**src/rtl/bcd_pkg.sv**
```systemverilog
// Shared types and constants for the serial BCD adder.
// Holds the controller state encoding and the BCD digit limits.
package bcd_pkg;

    typedef enum logic [1:0] {
        IDLE = 2'd0,
        ADD  = 2'd1,
        DONE = 2'd2
    } state_t;

    localparam logic [3:0] BCD_MAX  = 4'd9;
    localparam logic [3:0] BCD_CORR = 4'd6;

endpackage

```
**src/rtl/bcd_digit_add.sv**
```systemverilog
// Single-digit decimal adder, purely combinational.
// Non-BCD digits still get a defined result and raise bad.
module bcd_digit_add
    import bcd_pkg::*;
(
    input  logic [3:0] a,
    input  logic [3:0] b,
    input  logic       ci,
    output logic [3:0] s,
    output logic       co,
    output logic       bad
);

    logic [4:0] w_raw;

    // Binary sum, then +6 correction when the digit overflows past 9
    always_comb begin
        w_raw = {1'b0, a} + {1'b0, b} + {4'b0, ci};
        co    = (w_raw > {1'b0, BCD_MAX});
        s     = co ? (w_raw[3:0] + BCD_CORR) : w_raw[3:0];
        bad   = (a > BCD_MAX) | (b > BCD_MAX);
    end

endmodule

```
**src/rtl/bcd_serial_add_ctrl.sv**
```systemverilog
// Digit-serial packed-BCD adder with valid/ready on both sides.
// One shared digit adder, LSD first; operands and sum shift by a digit per clock.
module bcd_serial_add_ctrl
    import bcd_pkg::*;
#(
    parameter int DIGITS = 4
) (
    input  logic                clk,
    input  logic                rst_n,
    input  logic                in_valid,
    output logic                in_ready,
    input  logic [4*DIGITS-1:0] a,
    input  logic [4*DIGITS-1:0] b,
    input  logic                cin,
    output logic                out_valid,
    input  logic                out_ready,
    output logic [4*DIGITS-1:0] sum,
    output logic                cout,
    output logic                err,
    output logic                busy
);

    localparam int W  = 4 * DIGITS;
    localparam int IW = (DIGITS > 1) ? $clog2(DIGITS) : 1;
    localparam logic [IW-1:0] LAST = IW'(DIGITS - 1);

    state_t          r_state;
    logic [IW-1:0]   r_idx;
    logic [W-1:0]    r_a;
    logic [W-1:0]    r_b;
    logic [W-1:0]    r_sum;
    logic            r_c;
    logic            r_cout;
    logic            r_err;
    logic            r_in_ready;
    logic            r_out_valid;
    logic            r_busy;

    logic [3:0]      w_s;
    logic            w_co;
    logic            w_bad;
    logic [W-1:0]    w_sum_nxt;

    bcd_digit_add u_digit (
        .a   (r_a[3:0]),
        .b   (r_b[3:0]),
        .ci  (r_c),
        .s   (w_s),
        .co  (w_co),
        .bad (w_bad)
    );

    if (DIGITS == 1) begin : g_one
        assign w_sum_nxt = w_s;
    end else begin : g_many
        assign w_sum_nxt = {w_s, r_sum[W-1:4]};
    end

    // Sequencer: accept operands, add one digit per clock, hold result until taken
    always_ff @(posedge clk or negedge rst_n) begin
        if (!rst_n) begin
            r_state     <= IDLE;
            r_idx       <= '0;
            r_a         <= '0;
            r_b         <= '0;
            r_sum       <= '0;
            r_c         <= 1'b0;
            r_cout      <= 1'b0;
            r_err       <= 1'b0;
            r_in_ready  <= 1'b1;
            r_out_valid <= 1'b0;
            r_busy      <= 1'b0;
        end else begin
            unique case (r_state)
                IDLE: begin
                    if (in_valid) begin
                        r_a        <= a;
                        r_b        <= b;
                        r_c        <= cin;
                        r_err      <= 1'b0;
                        r_idx      <= '0;
                        r_in_ready <= 1'b0;
                        r_busy     <= 1'b1;
                        r_state    <= ADD;
                    end
                end
                ADD: begin
                    r_a   <= r_a >> 4;
                    r_b   <= r_b >> 4;
                    r_sum <= w_sum_nxt;
                    r_c   <= w_co;
                    r_err <= r_err | w_bad;
                    if (r_idx == LAST) begin
                        r_cout      <= w_co;
                        r_out_valid <= 1'b1;
                        r_state     <= DONE;
                    end else begin
                        r_idx <= r_idx + 1'b1;
                    end
                end
                DONE: begin
                    if (out_ready) begin
                        r_out_valid <= 1'b0;
                        r_in_ready  <= 1'b1;
                        r_busy      <= 1'b0;
                        r_state     <= IDLE;
                    end
                end
                default: begin
                    r_out_valid <= 1'b0;
                    r_in_ready  <= 1'b1;
                    r_busy      <= 1'b0;
                    r_state     <= IDLE;
                end
            endcase
        end
    end

    assign in_ready  = r_in_ready;
    assign out_valid = r_out_valid;
    assign busy      = r_busy;
    assign sum       = r_sum;
    assign cout      = r_cout;
    assign err       = r_err;

endmodule
```
**config.mk**
```make
export PLATFORM = sky130hd
export DESIGN_NAME = bcd_serial_add_ctrl
export DESIGN_NICKNAME = d
export VERILOG_FILES = /design/src/rtl/bcd_pkg.sv /design/src/rtl/bcd_digit_add.sv /design/src/rtl/bcd_serial_add_ctrl.sv
export SDC_FILE = /design/constraint.sdc
export NUM_CORES = 1
export LEC_CHECK = 0
export BUFFER_PORTS_ARGS = -buffer_cell sky130_fd_sc_hd__clkbuf_2
export CORE_AREA = 5 5 79 81
export CTS_BUF_LIST = sky130_fd_sc_hd__clkbuf_8
export DETAILED_ROUTE_END_ITERATION = 6
export DIE_AREA = 0 0 84 86
export PLACE_DENSITY = 0.76
export SLEW_MARGIN = 40
export SYNTH_ARGS = -nofsm -noshare
export SYNTH_HDL_FRONTEND = slang
export SYNTH_HIERARCHICAL = 1
export SYNTH_SLANG_ARGS = --single-unit
```
**constraint.sdc**
```tcl
create_clock -name clk -period 2.55 [get_ports clk]
set_input_delay 0.1275 -clock clk [delete_from_list [all_inputs] [get_ports clk]]
set_output_delay 0.1275 -clock clk [all_outputs]
set_load 0.01 [all_outputs]
```
# Yosys cells after proc, flatten, opt, wreduce, memory -nomap -nowiden
# Index checks and enable logic that the tools add are counted.
op_classes:
  addsub: 4
  order_cmp: 3
  n_reduce_logical: 8
  n_bitwise: 4
  muxes: 23
  eq_ne: 7
op_table:
  columns: ["operator", "count"]
  rows:
  - ["$pmux W16 S2", 2]
  - ["$mux W16", 2]
  - ["$reduce_and A3 Y1", 4]
  - ["$mux W2", 5]
  - ["$pmux W1 S3", 3]
  - ["$gt A4 B4 Y1 const B", 2]
  - ["$ne A2 B2 Y1 const B", 4]
  - ["$mux W1", 6]
  - ["$pmux W2 S3", 1]
  - ["$add A4 B4 Y5", 1]
  - ["$add A5 B1 Y5", 1]
  - ["$gt A5 B4 Y1 const B", 1]
  - ["$add A4 B3 Y4 const B", 1]
  - ["$eq A2 B2 Y1 const B", 2]
  - ["$mux W4", 1]
  - ["$pmux W1 S2", 2]
  - ["$pmux W2 S2", 1]
  - ["$reduce_and A2 Y1", 2]
  - ["$add A2 B1 Y2 const B", 1]
  - ["$eq A2 B1 Y1 const B", 1]
  - ["$logic_not A2 Y1", 1]
  - ["$not A1 Y1", 2]
  - ["$or A1 B1 Y1", 2]
  - ["$reduce_bool A2 Y1", 1]
word_totals:
  out_inout_bits: 21
  regBits: 58

# Depth between registers and ports, before layout
# Gate-level depths: netlist of run 1.
depth:
  depth_word: 4
  ltp_mapped: 9
  depth_no_buf: 9

# Cells and area by module
# The synthesis of run 1 kept the hierarchy.
modules_own_cells:
  columns: ["mod", "seq_area_each_um2", "n_inst", "cells_per_inst", "area_per_inst_um2"]
  rows:
  - ["bcd_serial_add_ctrl", 1452.6, 1, 248, 2489.9]
  - ["bcd_digit_add", 0.0, 1, 25, 225.2]

# Least setup slack after synthesis of run 1
# OpenSTA, ideal clock, no wires.
synth_timing:
  path_kind: "register -> register"
  start: "register r_a[0]"
  end: "register r_sum[14], in the netlist sum[14]"
  arrival_ps: 2456
  slack_ps: 29
  required_time_ps: 2485
  period_less_slack_ps: 2521
  path_stages_with_launch: 10
  setup_ps: 65
  path_buffers: 0
  path_cell_list: "dfrtp_1 -> fa_1 -> fa_1 -> xnor2_1 -> ha_1 -> a31o_1 -> o31ai_4 -> mux2i_1 -> nand2_1 -> nand2_1"
synth_between:
  elab_chain_cells: 4
  elab_cells_between_ends: 5
synth_rtl:
  columns: ["element", "line", "source"]
  rows:
  - ["from (decl)", "bcd_serial_add_ctrl.sv:29", "logic [W-1:0] r_a;"]
  - ["from (signal assigned)", "bcd_serial_add_ctrl.sv:88", "r_a <= r_a >> 4;"]
  - ["$add A4 B4 Y5", "bcd_digit_add.sv:18", "w_raw = {1'b0, a} + {1'b0, b} + {4'b0, ci};"]
  - ["$add A5 B1 Y5", "bcd_digit_add.sv:18", null]
  - ["$gt A5 B4 Y1", "bcd_digit_add.sv:19", "co = (w_raw > {1'b0, BCD_MAX});"]
  - ["named net w_co", "bcd_serial_add_ctrl.sv:40", "logic w_co;"]
  - ["$mux W4", "bcd_digit_add.sv:20", "s = co ? (w_raw[3:0] + BCD_CORR) : w_raw[3:0];"]
  - ["named net w_s[2]", "bcd_serial_add_ctrl.sv:39", "logic [3:0] w_s;"]
  - ["to (signal assigned)", "bcd_serial_add_ctrl.sv:90", "r_sum <= w_sum_nxt;"]
  - ["to (decl)", "bcd_serial_add_ctrl.sv:31", "logic [W-1:0] r_sum;"]
# The timed path passes the listed nets, and every way through them passes these cells.
# A chain may end at the register's enable or synchronous reset.

# Final worst setup path of run 1
layout_timing:
  start: "register r_c"
  end: "register r_sum[14], in the netlist sum[14]"
layout_between:
  elab_chain_cells: 3
  elab_cells_between_ends: 4
layout_rtl:
  columns: ["element", "line", "source"]
  rows:
  - ["from (decl)", "bcd_serial_add_ctrl.sv:32", "logic r_c;"]
  - ["from (signal assigned)", "bcd_serial_add_ctrl.sv:79", "r_c <= cin;"]
  - ["from (signal assigned)", "bcd_serial_add_ctrl.sv:91", "r_c <= w_co;"]
  - ["$add A5 B1 Y5", "bcd_digit_add.sv:18", null]
  - ["$gt A5 B4 Y1", "bcd_digit_add.sv:19", null]
  - ["named net w_co", "bcd_serial_add_ctrl.sv:40", null]
  - ["$mux W4", "bcd_digit_add.sv:20", null]
  - ["named net w_s[2]", "bcd_serial_add_ctrl.sv:39", null]
# The timed path passes the listed nets, and every way through them passes these cells.

==> results of run 1 <==
metrics by stage:
step | worst slack (ns) | hold slack, ns | util, % | setup TNS (ns)
after global placement | -0.0210 | 0.317 | 56.9 | -0.0286
final | 0.0204 | 0.0112 | 62.4 | 0
after floorplan | 0.0288 | -0.168 | - | 0
after global routing | -0.0665 | 0.00443 | 62.4 | -0.0694
after CTS | 0.0387 | 0.000488 | 61.1 | 0
after detailed placement | -0.110 | 0.314 | 56.9 | -0.264
routing by layer:
metal  track usage [%]  share of wire [%]  up-vias
li1                  -                  -     1126
met1              23.5                 43     1148
met2              30.4                 47       89
met3              8.07                7.1       18
met4              7.75                2.8        0
met5                 0                  0        -
how the worst min path moves through the flow:
stage,endpoint,slack (ns),cells after the start,startpoint
after floorplan,busy,-0.17,0,rst_n
after global routing,r_a[12],0.004,2,a[12]
after detailed placement,sum[0],0.31,2,rst_n
final,r_b[15],0.01,3,b[15]
after CTS,r_b[15],0.0005,3,b[15]
after global placement,sum[1],0.32,2,rst_n
cells by family (layout without fill, tap and decap cells):
family                   Yosys count  count (layout)  share of synthesized area [%]
XOR/XNOR                           2               2                          0.645
adder cells (fa/ha/maj)            7               7                           3.78
multiplexers                       2               2                          0.922
flip-flops                        58              58                           53.5
buffers and inverters             23              95                           4.61
AND/OR/NAND/NOR                   78              78                           12.4
AO/OA/AOI/OAI                    103             103                           24.1
state kept, by name (all words and copies together), names as in the netlist:
| name | count |
|---|---|
| out_valid | 1 |
| sum | 16 |
| busy | 1 |
| r_a | 16 |
| in_ready | 1 |
| r_idx | 2 |
| cout | 1 |
| r_b | 16 |
| r_c | 1 |
| err | 1 |
| r_state | 2 |
power by group through the flow:
stage | registers, mW | logic (mW) | clock network [mW]
2_1_floorplan | 1.70 | 1.78 | 0
6_report | 1.77 | 2.88 | 0.736
3_5_place_dp | 1.77 | 2.43 | 0
4_1_cts | 1.76 | 2.54 | 0.753
3_3_place_gp | 1.76 | 2.33 | 0
5_1_grt | 1.82 | 3.19 | 0.795
cells in the mapped netlist, drive strengths merged, types with 2 or more instances:
cell type	instances
inv	4
fa	2
nand2	57
xnor2	2
o31ai	2
o221a	3
ha	5
nand2b	4
a22o	3
nor2b	2
nand3b	3
buf	14
a2bb2oi	5
a21oi	26
dfrtp	57
o21ai	18
clkbuf	4
o22ai	40
o2bb2ai	2
nor2	8
repair_timing:
| item | CTS | global route |
|---|---|---|
| hold endpoints to repair | 60 | 0 |
| pin swaps | 1 | 2 |
| setup buffers | 1 | 1 |
| hold buffers | 4 | 0 |
| endpoints found under the setup margin | 4 | 5 |
| gates resized for setup | 4 | 10 |
worst max-delay path, cell delays in order, from the launching register on:
cell and delay, ns:
sky130_fd_sc_hd__dfrtp_1 0.41, sky130_fd_sc_hd__fa_2 0.41, sky130_fd_sc_hd__fa_2 0.54, sky130_fd_sc_hd__inv_2 0.05
sky130_fd_sc_hd__ha_4 0.15, sky130_fd_sc_hd__a31o_4 0.23, sky130_fd_sc_hd__o31ai_4 0.34, sky130_fd_sc_hd__mux2i_1 0.23
sky130_fd_sc_hd__nand2_1 0.06, sky130_fd_sc_hd__nand2_1 0.05
cell type report:
| cell class | instances | area [um2] | area share (%) |
|---|---|---|---|
| clock buffer | 11 | 151 | 4.49 |
| clock inverter | 4 | 18.8 | 0.557 |
| multi-input combinational | 192 | 1200 | 35.7 |
| tap | 72 | 90.1 | 2.67 |
| timing repair buffer | 75 | 434 | 12.9 |
| sequential | 58 | 1450 | 43.1 |
| inverter | 5 | 18.8 | 0.557 |
==> metrics.txt, run 1 <==
# TYPE chip_impl_metric gauge
chip_impl_info{name="crit_path_start_kind",value="register"} 1
chip_impl_info{name="crit_path_start",value="r_c"} 1
chip_impl_metric{name="design.portCount",unit=""} 58
chip_impl_metric{name="violation_count_after_the_first_detailed_routing_iteration",unit=""} 164
chip_impl_metric{name="stdcell_count",unit=""} 417
chip_impl_metric{name="worst_pin_slew",unit="ns"} 0.710
chip_impl_info{name="r2r-end",value="sum[14]"} 1
chip_impl_metric{name="cp.required",unit="ns"} 2.84
chip_impl_metric{name="routed-via-count",unit=""} 2381
chip_impl_metric{name="finalHoldViolCount",unit=""} 0
chip_impl_metric{name="power.leakage",unit="nW"} 1.60
chip_impl_info{name="cts.root.buffer_cell",value="sky130_fd_sc_hd__clkbuf_8"} 1
chip_impl_metric{name="buffer_ports.inserted",unit=""} 57
chip_impl_metric{name="area_growth",unit="%"} 24.1
chip_impl_metric{name="critical_path_peak_fanout",unit=""} 4
chip_impl_metric{name="setup.reg_to_reg.worst_slack",unit="ns"} 0.02
chip_impl_metric{name="nets",unit=""} 385
chip_impl_metric{name="placementRows",unit=""} 27
chip_impl_metric{name="final_max_slew_viol_count",unit=""} 0
chip_impl_metric{name="synthesis.nets",unit=""} 317
chip_impl_info{name="rsz0062_at_grt",value="true"} 1
chip_impl_metric{name="drtPass1Iterations",unit=""} 5
chip_impl_metric{name="synth_edf_count",unit=""} 0
chip_impl_metric{name="synth_cells",unit=""} 273
chip_impl_metric{name="crit_arrival",unit="ns"} 2.82
chip_impl_metric{name="ys_seq_area_share",unit="%"} 53.5
chip_impl_metric{name="detailed_place_hpwl",unit="um"} 4470
chip_impl_metric{name="routedWlPerCell",unit="um"} 15.9
chip_impl_metric{name="ff2ff_path_depth",unit=""} 9
chip_impl_metric{name="part_of_the_power_in_combinational_logic",unit="%"} 53.5
chip_impl_metric{name="global_route_wire_length_before_repair",unit="um"} 10900
chip_impl_metric{name="cts_buffers",unit=""} 9
chip_impl_metric{name="finalInstanceArea",unit="um2"} 3370
chip_impl_metric{name="finalClockSkew",unit="ns"} 0.00621
chip_impl_metric{name="dp_cells",unit=""} 396
chip_impl_metric{name="overflow",unit=""} 0
chip_impl_metric{name="yosys_register_bits",unit=""} 58
chip_impl_info{name="tritoncts",value="done"} 1
chip_impl_metric{name="total_switching_power",unit="mW"} 2.23
chip_impl_metric{name="share_of_async_settable_or_async_resettable_flops_after_synthesis",unit="%"} 100
chip_impl_metric{name="final_period_minus_worst_setup_slack",unit="ns"} 2.53
chip_impl_metric{name="mappedNetlistArea",unit="um2"} 2720
chip_impl_metric{name="fillCellCount",unit=""} 456
chip_impl_metric{name="worst_setup_hold_path_clk_slew",unit="ns"} 0.06
chip_impl_metric{name="synth-warning-count",unit=""} 6
chip_impl_metric{name="syn-mean-instance-area",unit="um2"} 9.95
chip_impl_info{name="critPathCapture",value="sum[14]"} 1
chip_impl_metric{name="coreArea",unit="um2"} 5410
chip_impl_metric{name="synth_largest_type_area_fraction",unit="%"} 52.5
chip_impl_metric{name="layout-drive-gt1-share",unit="%"} 30.4
chip_impl_info{name="synth_largest_area_cell",value="sky130_fd_sc_hd__dfrtp_1"} 1
chip_impl_info{name="commonest_cells_after_routing_fill_and_taps_aside",value="sky130_fd_sc_hd__dfrtp_1 (57), sky130_fd_sc_hd__clkbuf_2 (57), sky130_fd_sc_hd__nand2_1 (56), sky130_fd_sc_hd__o22ai_1 (40), sky130_fd_sc_hd__a21oi_1 (25)"} 1
chip_impl_info{name="synth_top_flop_cell",value="sky130_fd_sc_hd__dfrtp_1"} 1
chip_impl_metric{name="routed_wirelength",unit="um"} 6630
chip_impl_metric{name="number_of_global_route_vias_before_repair",unit=""} 2368
chip_impl_metric{name="fp.dieArea",unit="um2"} 7220
chip_impl_metric{name="ys_types",unit=""} 40
chip_impl_info{name="crit_end_category",value="register"} 1
chip_impl_metric{name="placed_cell_area",unit="um2"} 3070
chip_impl_metric{name="cts.sinks",unit=""} 58
chip_impl_metric{name="share_seq_of_total_power",unit="%"} 32.8
chip_impl_metric{name="grt_util_all_layers",unit="%"} 19.3
chip_impl_metric{name="max_cap_viol_count",unit=""} 0
chip_impl_metric{name="detail_route.vias_per_cell",unit=""} 5.71
chip_impl_metric{name="place_congestion",unit=""} 0.885
chip_impl_metric{name="clock_tree.buffer_depth",unit=""} 2
chip_impl_info{name="reg2reg_from",value="r_c"} 1
chip_impl_metric{name="initial_antenna_violation_count",unit=""} 0
chip_impl_info{name="netlist_top_cells_area",value="sky130_fd_sc_hd__dfrtp_1 (53%), sky130_fd_sc_hd__o22ai_1 (9.2%), sky130_fd_sc_hd__nand2_1 (7.7%)"} 1
chip_impl_metric{name="insertedDiodeCount",unit=""} 0
chip_impl_metric{name="totalPowerFinal",unit="mW"} 5.38
chip_impl_metric{name="cts_max_level",unit=""} 3
chip_impl_metric{name="peakVddDrop",unit="mV"} 0.729
chip_impl_metric{name="p_int",unit="mW"} 3.15
chip_impl_metric{name="fin_crit_sh",unit="%"} 99.2
chip_impl_metric{name="swShare",unit="%"} 41.5
chip_impl_metric{name="floorplan.die.width",unit="um"} 84
chip_impl_metric{name="power.clock.fraction",unit="%"} 13.7
chip_impl_metric{name="clk_latency",unit="ns"} 0.34
chip_impl_metric{name="grt_max_degree",unit=""} 59
chip_impl_metric{name="floorplan.initialDensity",unit="%"} 50.2
chip_impl_info{name="crit_type",value="register to register"} 1
chip_impl_metric{name="drc",unit=""} 0
chip_impl_metric{name="die_height",unit="um"} 86
chip_impl_metric{name="powerDensity",unit="nW/um2"} 1600
chip_impl_info{name="outcome",value="finished, final reports clean"} 1
chip_impl_metric{name="finalSetupViolCount",unit=""} 0
chip_impl_metric{name="fmaxAchievable",unit="MHz"} 395
chip_impl_metric{name="slew_headroom",unit="%"} 52.7
chip_impl_metric{name="ant_nets",unit=""} 0
chip_impl_info{name="holdCritPathClass",value="input port to register"} 1
(Power assumes the default switching activity.)
==> run 2, diff against run 1 <==
--- a/config.mk
+++ b/config.mk
@@ -6,11 +6,12 @@
 export NUM_CORES = 1
 export LEC_CHECK = 0
 export BUFFER_PORTS_ARGS = -buffer_cell sky130_fd_sc_hd__clkbuf_2
+export CAP_MARGIN = 20
 export CORE_AREA = 5 5 79 81
 export CTS_BUF_LIST = sky130_fd_sc_hd__clkbuf_8
 export DETAILED_ROUTE_END_ITERATION = 6
 export DIE_AREA = 0 0 84 86
-export PLACE_DENSITY = 0.76
+export PLACE_DENSITY = 0.86
 export SLEW_MARGIN = 40
 export SYNTH_ARGS = -nofsm -noshare
 export SYNTH_HDL_FRONTEND = slang
==> run 2 against run 1 <==
The run now ends with negative setup slack left; cell count is 0.24% lower; wire length rose by 0.48%; setup slack worse by 0.077 ns; critical path depth unchanged; largest power group unchanged; count of clock-buffer cells in the layout stayed put; maximum frequency down 3.0%; power down 0.37%; global-route usage grew 0.26 points; largest cell class unchanged; critical endpoint unchanged; worst hold slack better by 0.0076 ns; register-to-register slack got worse by 0.08 ns; highest routed layer unchanged; design area shrank 0.56%; core utilization is 0.35 points lower.
==> metrics.txt, run 2 (synthesis results as in run 1) <==
# TYPE chip_impl_metric gauge
chip_impl_info{name="outcome",value="finished, violations left"} 1
chip_impl_info{name="failing_checks",value="negative setup slack"} 1
chip_impl_info{name="crit_path_start_kind",value="register"} 1
chip_impl_info{name="tritoncts",value="done"} 1
chip_impl_info{name="hold_path.startpoint",value="b[12]"} 1
chip_impl_metric{name="die_height",unit="um"} 86
chip_impl_info{name="rsz0062_at_grt",value="true"} 1
chip_impl_metric{name="grt_max_degree",unit=""} 59
chip_impl_info{name="min_delay_worst_endpoint",value="r_b[12]"} 1
chip_impl_metric{name="peakVddDrop",unit="mV"} 0.689
chip_impl_metric{name="powerDensity",unit="nW/um2"} 1600
chip_impl_metric{name="clock_tree.buffer_depth",unit=""} 2
chip_impl_metric{name="depth_of_the_worst_hold_timing_path",unit=""} 3
chip_impl_metric{name="detail_route.vias_per_cell",unit=""} 5.68
chip_impl_metric{name="design.portCount",unit=""} 58
chip_impl_metric{name="placementRows",unit=""} 27
chip_impl_metric{name="power.leakage",unit="nW"} 1.59
chip_impl_metric{name="number_of_global_route_vias_before_repair",unit=""} 2212
chip_impl_metric{name="floorplan.initialDensity",unit="%"} 50.2
chip_impl_metric{name="worst_setup_hold_path_clk_slew",unit="ns"} 0.06
chip_impl_metric{name="fillCellCount",unit=""} 461
chip_impl_metric{name="buffer_ports.inserted",unit=""} 57
chip_impl_metric{name="nets",unit=""} 384
chip_impl_info{name="cts.root.buffer_cell",value="sky130_fd_sc_hd__clkbuf_8"} 1
chip_impl_metric{name="max_cap_viol_count",unit=""} 0
chip_impl_metric{name="detailed_place_hpwl",unit="um"} 4520
chip_impl_metric{name="cts_max_level",unit=""} 3
chip_impl_metric{name="cts.sinks",unit=""} 58
chip_impl_metric{name="area_growth",unit="%"} 23.5
chip_impl_metric{name="insertedDiodeCount",unit=""} 0
chip_impl_metric{name="routed-via-count",unit=""} 2363
chip_impl_info{name="commonest_cells_after_routing_fill_and_taps_aside",value="sky130_fd_sc_hd__dfrtp_1 (57), sky130_fd_sc_hd__clkbuf_2 (57), sky130_fd_sc_hd__nand2_1 (56), sky130_fd_sc_hd__o22ai_1 (40), sky130_fd_sc_hd__a21oi_1 (25)"} 1
chip_impl_metric{name="fmaxAchievable",unit="MHz"} 384
chip_impl_metric{name="finalSetupViolCount",unit=""} 1
chip_impl_metric{name="routed_wirelength",unit="um"} 6660
chip_impl_metric{name="ant_nets",unit=""} 0
chip_impl_metric{name="cts_buffers",unit=""} 9
chip_impl_metric{name="violation_count_after_the_first_detailed_routing_iteration",unit=""} 173
chip_impl_info{name="r2r-end",value="sum[14]"} 1
chip_impl_metric{name="initial_antenna_violation_count",unit=""} 0
chip_impl_metric{name="layout-drive-gt1-share",unit="%"} 30.5
chip_impl_metric{name="finalHoldViolCount",unit=""} 0
chip_impl_metric{name="routedWlPerCell",unit="um"} 16.0
chip_impl_metric{name="overflow",unit=""} 0
chip_impl_metric{name="critical_path_peak_fanout",unit=""} 4
chip_impl_info{name="crit_type",value="register to register"} 1
chip_impl_metric{name="floorplan.die.width",unit="um"} 84
chip_impl_metric{name="fp.dieArea",unit="um2"} 7220
chip_impl_metric{name="worst_pin_slew",unit="ns"} 0.574
chip_impl_metric{name="crit_arrival",unit="ns"} 2.87
chip_impl_info{name="reg2reg_from",value="r_b[0]"} 1
chip_impl_metric{name="final_max_slew_viol_count",unit=""} 0
chip_impl_info{name="holdCritPathClass",value="input port to register"} 1
chip_impl_metric{name="cp.required",unit="ns"} 2.82
chip_impl_metric{name="coreArea",unit="um2"} 5410
chip_impl_info{name="crit_end_category",value="register"} 1
chip_impl_metric{name="grt_util_all_layers",unit="%"} 19.5
chip_impl_metric{name="drtPass1Iterations",unit=""} 5
chip_impl_metric{name="setup.reg_to_reg.worst_slack",unit="ns"} -0.06
chip_impl_metric{name="timing.setup.tns",unit="ns"} -0.0568
chip_impl_metric{name="finalClockSkew",unit="ns"} 0.00636
chip_impl_metric{name="global_route_wire_length_before_repair",unit="um"} 11000
chip_impl_metric{name="postLayoutSetupSlackWorst",unit="ns"} -0.0568
chip_impl_metric{name="place_congestion",unit=""} 0.854
chip_impl_metric{name="clk_latency",unit="ns"} 0.33
chip_impl_metric{name="dp_worst_setup_slack",unit="ns"} -0.119
chip_impl_metric{name="ff2ff_path_depth",unit=""} 9
chip_impl_metric{name="fin_crit_sh",unit="%"} 102
chip_impl_metric{name="drc",unit=""} 0
chip_impl_metric{name="slew_headroom",unit="%"} 61.7
chip_impl_metric{name="final_period_minus_worst_setup_slack",unit="ns"} 2.61
-- run 2: worst max-delay path, cell delays in order (launching register included) --
cell,delay (ns)
sky130_fd_sc_hd__dfrtp_1,0.40
sky130_fd_sc_hd__fa_2,0.43
sky130_fd_sc_hd__fa_2,0.43
sky130_fd_sc_hd__xnor2_4,0.18
sky130_fd_sc_hd__ha_4,0.17
sky130_fd_sc_hd__a31o_4,0.22
sky130_fd_sc_hd__o31ai_4,0.35
sky130_fd_sc_hd__mux2i_1,0.25
sky130_fd_sc_hd__nand2_1,0.07
sky130_fd_sc_hd__nand2_1,0.06
-- run 2: through the flow --
stage	util (%)	hold slack [ns]	cells	power (mW)	area, um2
3_3_place_gp	56.7	0.308	395	4.05	3070
4_1_cts	60.6	0.00407	413	5.01	3280
6_report	62.0	0.0188	416	5.36	3350
2_1_floorplan	-	-0.168	273	3.47	2720
3_5_place_dp	56.7	0.320	395	4.21	3070
5_1_grt	62.0	0.0159	416	5.79	3350
-- run 2: metal layers --
| layer | up-vias | part of all wire, % | GRT usage (%) |
|---|---|---|---|
| li1 | 1126 | - | - |
| met3 | 7 | 6.8 | 6.15 |
| met4 | 0 | 1.2 | 7.02 |
| met5 | - | 0 | 0 |
| met1 | 1148 | 44 | 26.9 |
| met2 | 82 | 48 | 29.2 |
-- run 2: how the worst max path moves through the flow --
stage          startpoint       to  slack, ns
5_1_grt            r_b[0]  sum[14]      -0.09
3_5_place_dp       r_a[0]  sum[14]      -0.12
3_3_place_gp       r_a[0]  sum[14]      -0.03
6_report           r_b[0]  sum[14]      -0.06
4_1_cts            r_a[0]  sum[14]       0.02
2_1_floorplan      r_a[0]  sum[14]       0.03
-- run 2: where the power goes --
group / switching (mW) / internal [mW] / leakage (nW)
Sequential: 0.396 / 1.37 / 0.697
Clock: 0.345 / 0.391 / 0.0961
Combinational: 1.49 / 1.37 / 0.799
-- run 2: area by class of cell --
type	count	area (um2)	share of cell area, %
sequential	58	1450	43.3
multi-input combinational	192	1190	35.6
timing repair buffer	74	428	12.8
clock buffer	11	151	4.52
tap	72	90.1	2.69
clock inverter	4	18.8	0.560
inverter	5	18.8	0.560
-- run 2: timing repair --
item / CTS / global route
setup endpoints to repair: 5 / 4
resized for setup: 4 / 8
hold buffers: 3 / 0
setup buffers: 0 / 3
pin swaps: 1 / 8
endpoints found under the hold margin: 59 / 0
